===== src/rtl/jkff_excite_driver.sv =====
// ---------------------------------------------------------------------------
// jkff_excite_driver
//
// Driving end for an external JK flip-flop. Target Q values arrive over a
// valid/ready handshake and are buffered in a small FIFO. One target per
// cycle is turned into registered J/K excitation using the minimal-toggle
// encoding, which never produces J=K=1. The block also tracks the Q it
// expects the flip-flop to have, and can check the fed-back Q against it.
//
// Optional feature macro: JKDRV_CHECK_EN
//   defined   - the fed-back Q is checked. A mismatch moves the FSM to ERROR,
//               which stops popping and raises err until err_clr.
//   undefined - q_fb is not compared, err is 0, ERROR is never entered.
//
// Parameters
//   DEPTH  target FIFO depth, power of two, 2..16
//   CW     width of level, log2(DEPTH)+1
//
// Ports
//   clk        rising-edge clock
//   rst        asynchronous active-high reset, shared with the flip-flop
//   tgt_valid  a target bit is offered
//   tgt_bit    desired flip-flop Q after it is driven
//   tgt_ready  FIFO can accept a bit (not full)
//   j, k       registered excitation to the flip-flop
//   q_fb       Q fed back from the flip-flop
//   exp_q      expected flip-flop Q after the next edge
//   busy       FIFO non-empty or FSM in RUN
//   level      FIFO occupancy, 0..DEPTH
//   err        sticky mismatch flag
//   err_clr    clears err and resynchronises the expected Q to q_fb
// ---------------------------------------------------------------------------
module jkff_excite_driver #(
    parameter int DEPTH = 4,
    parameter int CW    = 3
) (
    input  logic          clk,
    input  logic          rst,
    input  logic          tgt_valid,
    input  logic          tgt_bit,
    output logic          tgt_ready,
    output logic          j,
    output logic          k,
    input  logic          q_fb,
    output logic          exp_q,
    output logic          busy,
    output logic [CW-1:0] level,
    output logic          err,
    input  logic          err_clr
);

    localparam int AW = $clog2(DEPTH);

    typedef enum logic [1:0] {
        S_IDLE  = 2'd0,
        S_RUN   = 2'd1,
        S_ERROR = 2'd2
    } state_t;

    state_t           state;
    state_t           state_nxt;
    logic [DEPTH-1:0] mem;
    logic [AW-1:0]    wr_ptr;
    logic [AW-1:0]    rd_ptr;
    logic             head;
    logic             empty;
    logic             full;
    logic             push;
    logic             pop;
    logic             mismatch;
    logic             resync;

    assign empty     = (level == '0);
    assign full      = (level == CW'(DEPTH));
    assign tgt_ready = ~full;
    assign push      = tgt_valid & ~full;
    // Pop eligibility is decided on the occupancy before the edge, so a bit
    // pushed into an empty FIFO is popped one edge later.
    assign pop       = ~empty & (state != S_ERROR);
    assign head      = mem[rd_ptr];
    assign busy      = ~empty | (state == S_RUN);

`ifdef JKDRV_CHECK_EN
    // exp_d is exp_q delayed one edge: the flip-flop samples j/k one edge
    // after they are registered, so its Q lines up with exp_d.
    logic exp_d;

    assign mismatch = (state != S_ERROR) & (q_fb != exp_d);
    assign resync   = (state == S_ERROR) & err_clr;
    assign err      = (state == S_ERROR);

    always_ff @(posedge clk or posedge rst) begin
        if (rst) begin
            exp_d <= 1'b0;
        end else if (resync) begin
            exp_d <= q_fb;
        end else begin
            exp_d <= exp_q;
        end
    end
`else
    logic unused_err_clr;

    assign mismatch       = 1'b0;
    assign resync         = 1'b0;
    assign err            = 1'b0;
    assign unused_err_clr = err_clr;
`endif

    // NOTE: every output of a combinational block gets a default first;
    // a path that leaves it unassigned would infer a latch.
    always_comb begin
        state_nxt = state;
        case (state)
            S_IDLE, S_RUN: begin
                if (mismatch) begin
                    state_nxt = S_ERROR;
                end else if (pop) begin
                    state_nxt = S_RUN;
                end else begin
                    state_nxt = S_IDLE;
                end
            end
            S_ERROR: begin
                if (resync) begin
                    state_nxt = S_IDLE;
                end
            end
            default: state_nxt = S_IDLE;
        endcase
    end

    // NOTE: FIFO storage is not reset; the pointers and level define which
    // entries are valid, so the contents after reset never matter.
    always_ff @(posedge clk) begin
        if (push) begin
            mem[wr_ptr] <= tgt_bit;
        end
    end

    // NOTE: sequential state uses non-blocking assignments so every flop
    // samples the pre-edge values of the others.
    always_ff @(posedge clk or posedge rst) begin
        if (rst) begin
            state  <= S_IDLE;
            wr_ptr <= '0;
            rd_ptr <= '0;
            level  <= '0;
            j      <= 1'b0;
            k      <= 1'b0;
            exp_q  <= 1'b0;
        end else begin
            state <= state_nxt;

            if (push) begin
                wr_ptr <= wr_ptr + AW'(1);
            end
            if (pop) begin
                rd_ptr <= rd_ptr + AW'(1);
            end

            case ({push, pop})
                2'b10:   level <= level + CW'(1);
                2'b01:   level <= level - CW'(1);
                default: level <= level;
            endcase

            // Minimal-toggle encoding: drive J only to set a 0, K only to
            // clear a 1, otherwise hold. J and K are never both 1.
            if (pop) begin
                j     <= head & ~exp_q;
                k     <= ~head & exp_q;
                exp_q <= head;
            end else begin
                j <= 1'b0;
                k <= 1'b0;
                if (resync) begin
                    exp_q <= q_fb;
                end
            end
        end
    end

endmodule


===== config.mk =====
export PLATFORM = sky130hd
export DESIGN_NAME = jkff_excite_driver
export DESIGN_NICKNAME = d
export VERILOG_FILES = /design/src/rtl/jkff_excite_driver.sv
export SDC_FILE = /design/constraint.sdc
export NUM_CORES = 1
export LEC_CHECK = 0
export CAP_MARGIN = 30
export CORE_ASPECT_RATIO = 1.1
export CORE_MARGIN = 2
export CORE_UTILIZATION = 34
export DETAILED_ROUTE_END_ITERATION = 8
export MAX_ROUTING_LAYER = met4
export SLEW_MARGIN = 20
export SYNTH_ARGS = -nofsm -noshare
export SYNTH_HDL_FRONTEND = slang
export SYNTH_SLANG_ARGS = --single-unit

===== constraint.sdc =====
create_clock -name clk -period 1.9 [get_ports clk]
set_input_delay 0.38 -clock clk [delete_from_list [all_inputs] [get_ports clk]]
set_output_delay 0.38 -clock clk [all_outputs]
set_load 0.05 [all_outputs]

======== Word-level counts from Yosys, hierarchy flattened ========
Index checks and enable logic that the tools add are counted.
word-level totals
  output and inout port bits .............. 9
  register bits after elaboration ......... 16
operators by class
  equality and inequality tests ........... 6
  muxes and demuxes ....................... 10
  bitwise operators ....................... 9
  add/subtract/negate cells ............... 4
  reductions and logical operators ........ 5
  magnitude comparators ................... 3
operators by type and width
  cell                                                                    number
  2-bit by 3-bit < comparator with 1-bit output (second input constant)   2
  3-bit one-hot mux with 2 select lines                                   1
  1-bit two-way mux                                                       5
  2-bit by 1-bit adder with 2-bit output (second input constant)          2
  1-bit bitwise AND                                                       4
  4-bit bitwise mux                                                       1
  2-bit by 1-bit equality test with 1-bit output (second input constant)  2
  2-bit equality test (second input constant)                             2
  1-bit NOT                                                               4
  2-bit one-hot mux with 2 select lines                                   1
  3-bit by 1-bit adder with 3-bit output (second input constant)          1
  3-bit equality test (second input constant)                             1
  3-bit logical NOT                                                       1
  3-bit by 1-bit subtractor with 3-bit output (second input constant)     1
  1-bit binary-select mux with 2-bit select                               1
  1-bit demux with 2-bit select                                           1
  2-bit by 1-bit >= comparator with 1-bit output (second input constant)  1
  2-bit logical NOT                                                       1
  2-bit != test (second input constant)                                   1
  2-bit nonzero test                                                      1
  2-bit OR reduction                                                      1
  1-bit logical AND                                                       1
  1-bit bitwise OR                                                        1

======== Depth between registers and ports, before layout ========
Gate-level depths: netlist of the first run.
  word-level depth ........................ 5
  gate-level depth with buffers ........... 7

======== Worst setup path before layout of the first run ========
OpenSTA, ideal clock, no wires.
  kind .................................... register to register
  from .................................... reg level[2]
  to ...................................... reg level[1]
  data required time ...................... 1,780 ps
  slack ................................... -421 ps
  buffers on the path ..................... 1
  stages on the path, launching flop included .. 7
  setup time .............................. 120 ps
  arrival time ............................ 2,201 ps
  cell sequence ........................... dfrtp_1 -> or3b_1 -> buf_2 -> o21a_1 -> fa_1 -> a21oi_1 -> o22a_2
between the ends
  longest elaborated chain between the ends .. 5
ends and longest elaborated chain
  item                                                                                          RTL line  source
  start: declaration                                                                            47        output logic [CW-1:0] level,
  start signal: assignment                                                                      163       2'b10: level <= level + CW'(1);
  start signal: assignment                                                                      164       2'b01: level <= level - CW'(1);
  start signal: assignment                                                                      165       default: level <= level;
  3-bit equality test (*)                                                                       74        assign full = (level == CW'(DEPTH));
  1-bit NOT (*)                                                                                 --
  named net tgt_ready                                                                           41        output logic tgt_ready,
  1-bit bitwise AND (*)                                                                         76        assign push = tgt_valid & ~full;
  2-bit by 1-bit equality test with 1-bit output / 2-bit equality test (equally long branches)  162       case ({push, pop})
  3-bit one-hot mux with 2 select lines / 2-bit nonzero test (equally long branches)            --
The timed path passes the listed nets; every way through them passes the cells marked *.
A chain may end at the register's enable or synchronous reset.

======== Worst setup path in the final report of the first run ========
  from .................................... reg level[1]
  to ...................................... out tgt_ready
between the ends
  longest elaborated chain between the ends .. 2
ends and longest elaborated chain
  item                 RTL line  source
  3-bit equality test  74
  1-bit NOT            75        assign tgt_ready = ~full;
  end: declaration     41
Every way passes these cells.

==> results of run 1 <==
worst paths after layout:
path                       cells after the start        end
max reg2reg                                    5   level[1]
max in group asynchronous                      2   level[0]
min                                            2  rd_ptr[1]
min reg2reg                                    1  rd_ptr[1]
max                                            3  tgt_ready
min in group clk                               1  rd_ptr[1]
flip-flops by register name, indices dropped and copies added (netlist names):
name    cells
mem         4
level       3
rd_ptr      2
wr_ptr      2
exp_q       1
j           1
k           1
state       1
layout make-up:
cell class,instances,area (um2),share of cell area [%]
clock buffers,3,22.5,2.43
multi-input cells,38,298,32.2
flip-flops and latches,15,399,43.1
repair buffers,17,144,15.5
well taps,28,35.0,3.78
inverters,6,22.5,2.43
clock inverters,1,5.00,0.541
where the power goes:
group	leakage [uW]	internal (uW)	total, uW	switching, uW
clock	0.0000177	77.9	177	98.7
sequential	0.000163	470	548	78.3
combinational	0.000237	393	944	551
total	0.000418	941	1670	728
stage by stage:
stage | setup TNS (ns) | setup slack [ns] | power (uW)
after floorplan | -0.332 | -0.189 | 1220
after global placement | 0 | 0.0153 | 1460
after detailed placement | -0.0000586 | -0.0000586 | 1490
after CTS | 0 | 0.0380 | 1680
after global routing | 0 | 0.0120 | 1810
final | 0 | 0.0898 | 1670
critical path: cells and delay by family, from the launching register on:
family	cells	cell delay [ns]
flip-flops	1	0.41
AND/OR/NAND/NOR	1	0.40
buffers and inverters	2	0.35
layer usage:
metal,share of wire (%),track usage [%],vias to the layer above
li1,-,-,240
met1,46,14.8,231
met2,48,15.6,9
met3,3.7,3.10,2
met4,1.4,6.76,0
met5,0,-,-
timing repair:
action,in CTS,in global routing
resized for setup,1,2
setup buffers,0,0
setup endpoints to repair,1,1
placed cells by master (no fill, tap or decap), drive strengths merged, types with 2 or more instances in the layout:
master,count
buf,12
inv,6
nor2,4
edfxtp,4
a21oi,3
nand2,6
clkbuf,3
xnor2,3
ha,4
dfrtp,11
and3,4
clkdlybuf4s50,5
nor3b,2
cell families after synthesis:
group,count (synthesis),synth area share [%]
buf+inv,9,5.38
mux,2,4.69
simple gates,19,14.1
fa+ha+maj,5,9.72
flops,15,54.9
compound gates,8,7.12
xor+xnor,3,3.65
other cells,1,0.520
==> key figures, run 1 <==
Clocking
  – Longest Clk Path Bufs: 2
  – Level count of the clock H-tree: 1
  – Number of hold buffers added after CTS: 0
  – Clock root buffer master: sky130_fd_sc_hd__clkbuf_4
  – Clock insertion delay at the later pin of the skew report: 0.27 ns
  – Number of clock sinks: 15
  – Number of buffers added by the clock tree synthesis step: 3
  – Clock tree from TritonCTS: built
  – Clock-pin slew of the registers on the worst-case setup and hold paths: 0.09 ns

Synth
  – Number of warnings issued by yosys: 0
  – Cell count after synthesis: 62
  – Post-synthesis cell area: 721 um2
  – Share of flip-flops with an asynchronous set or reset: 73.3%
  – Sequential element share of the synthesized area: between 50% and 60%
  – Count of unique library cells instantiated by Yosys: 27
  – Dominant cells by area after synthesis: sky130_fd_sc_hd__dfrtp_1, sky130_fd_sc_hd__edfxtp_1, sky130_fd_sc_hd__ha_1, sky130_fd_sc_hd__xnor2_1, sky130_fd_sc_hd__and3_1
  – Net count of the mapped netlist: 73
  – Seq cells post-synth: 15
  – Top-area cell type share of the netlist area: 38.2%
  – Average cell area after synthesis: 11.6 um2
  – Most used standard cell by instance count after synthesis: sky130_fd_sc_hd__dfrtp_1
  – Top cells by instance count after synthesis: sky130_fd_sc_hd__dfrtp_1, sky130_fd_sc_hd__inv_1, sky130_fd_sc_hd__nand2_1
  – Dominant synthesized flop cell: sky130_fd_sc_hd__dfrtp_1
  – Cell taking the most area after synthesis: sky130_fd_sc_hd__dfrtp_1
  – Number of enable-type register cells in the synthesized netlist: 4

Die
  – Initial core utilization: 36.0%
  – Die area: between 2000 and 3000 um2
  – Die Wd: 47.9 um
  – Core Area: 2000 um2
  – Die boundary height: roughly 52 um
  – I/O pin cnt: 15
  – Standard-cell rows: 17

STA
  – Clock period minus worst slack: roughly 1.8 ns
  – Final Max Tran Viols: 0
  – Unrepaired setup endpoints after global routing: false
  – Setup skew after layout: 0.00455 ns
  – Number of hold violations in the final report: 0
  – Fraction of the cycle the final worst path needs: 95.3%
  – Worst Hold Margin: 0.394 ns
  – Total of endpoints with negative setup slack in the final report: 0
  – FMAX: 0.552 GHz

Drt
  – Remaining DRCs: 0
  – Initial DRC Count: 5
  – Detail Route Antenna Nets: 0
  – Routed wirelength normalized by instance count: 10.4 um
  – Average via count per standard cell: 4.46
  – Routed Wire Length: 1.12 mm
  – Number of optimization iterations in the first detailed-route pass: 4
  – Via total after detailed routing: 482

Critical path
  – Critical Path Start Type: flop
  – Worst Setup Path Type: flop to output pin
  – Reg2Reg Setup Slack: about 0.09 ns
  – Crit path launch: level[1]
  – Critical Path Max Stage Delay: 0.41 ns
  – Slowest cell on crit path: sky130_fd_sc_hd__dfrtp_2
  – Sequence of cells on the critical path: or3b_1 > buf_4 > buf_4
  – CP dominant cell by count: sky130_fd_sc_hd__buf_4
  – Nature of the critical path endpoint: output pin
  – Critical path data required time: 1.52 ns
  – Crit-path max FO: 6
  – Data arrival time of the worst path: 1.43 ns
  – Launching point of the worst reg2reg path: level[1]

Final layout
  – Antenna diode count: 0
  – Fraction of layout cells with a size suffix above 1: approximately 31%
  – Layout overhead on the synthesized area: 28.5%
  – Layout Cells excl Fill: about 110
  – Layout Utilization: 46.3%
  – Number of filler instances in the final layout: 206
  – # nets final: a little over 90
  – Final instance area: 926 um2

Global routing
  – Vias in the first global route: 429
  – Global router's overall resource usage: a little under an eighth
  – Antenna violations before repair: 0
  – Residual overflow from global routing: 0
  – Global-route wire length before repair: 1.90 mm
  – Maximum number of pins on one net before global-route repair: 13

Power and ir drop
  – Power Dens Cells: roughly 1800 nW/um2
  – Worst VDD drop: between 0.8 and 0.9 mV
  – Leakage component of the power: 0.000418 uW

Placement
  – Final HPWL from detailed placement: 869 um
  – Final weighted congestion of routability-driven global placement: 0.728
  – Number of buffer cells added on primary ports: 11
  – Total instance count after detailed placement: 104
  – Post-Place Cell Area: about 880 um2

Hold path
  – Worst min-delay path class: input port to async pin

Status
  – Status: finished, final reports clean

Flow run
  – Max Cap Violations: 0
Power figures use the tool's default switching activity.
==> run 2: changes to the inputs <==
--- a/config.mk
+++ b/config.mk
@@ -5,6 +5,7 @@
 export SDC_FILE = /design/constraint.sdc
 export NUM_CORES = 1
 export LEC_CHECK = 0
+export ABC_AREA = 0
 export CAP_MARGIN = 30
 export CORE_ASPECT_RATIO = 1.1
 export CORE_MARGIN = 2
==> results of run 2 <==
The final DEF is identical to that of run 1; final timing and power are the same.
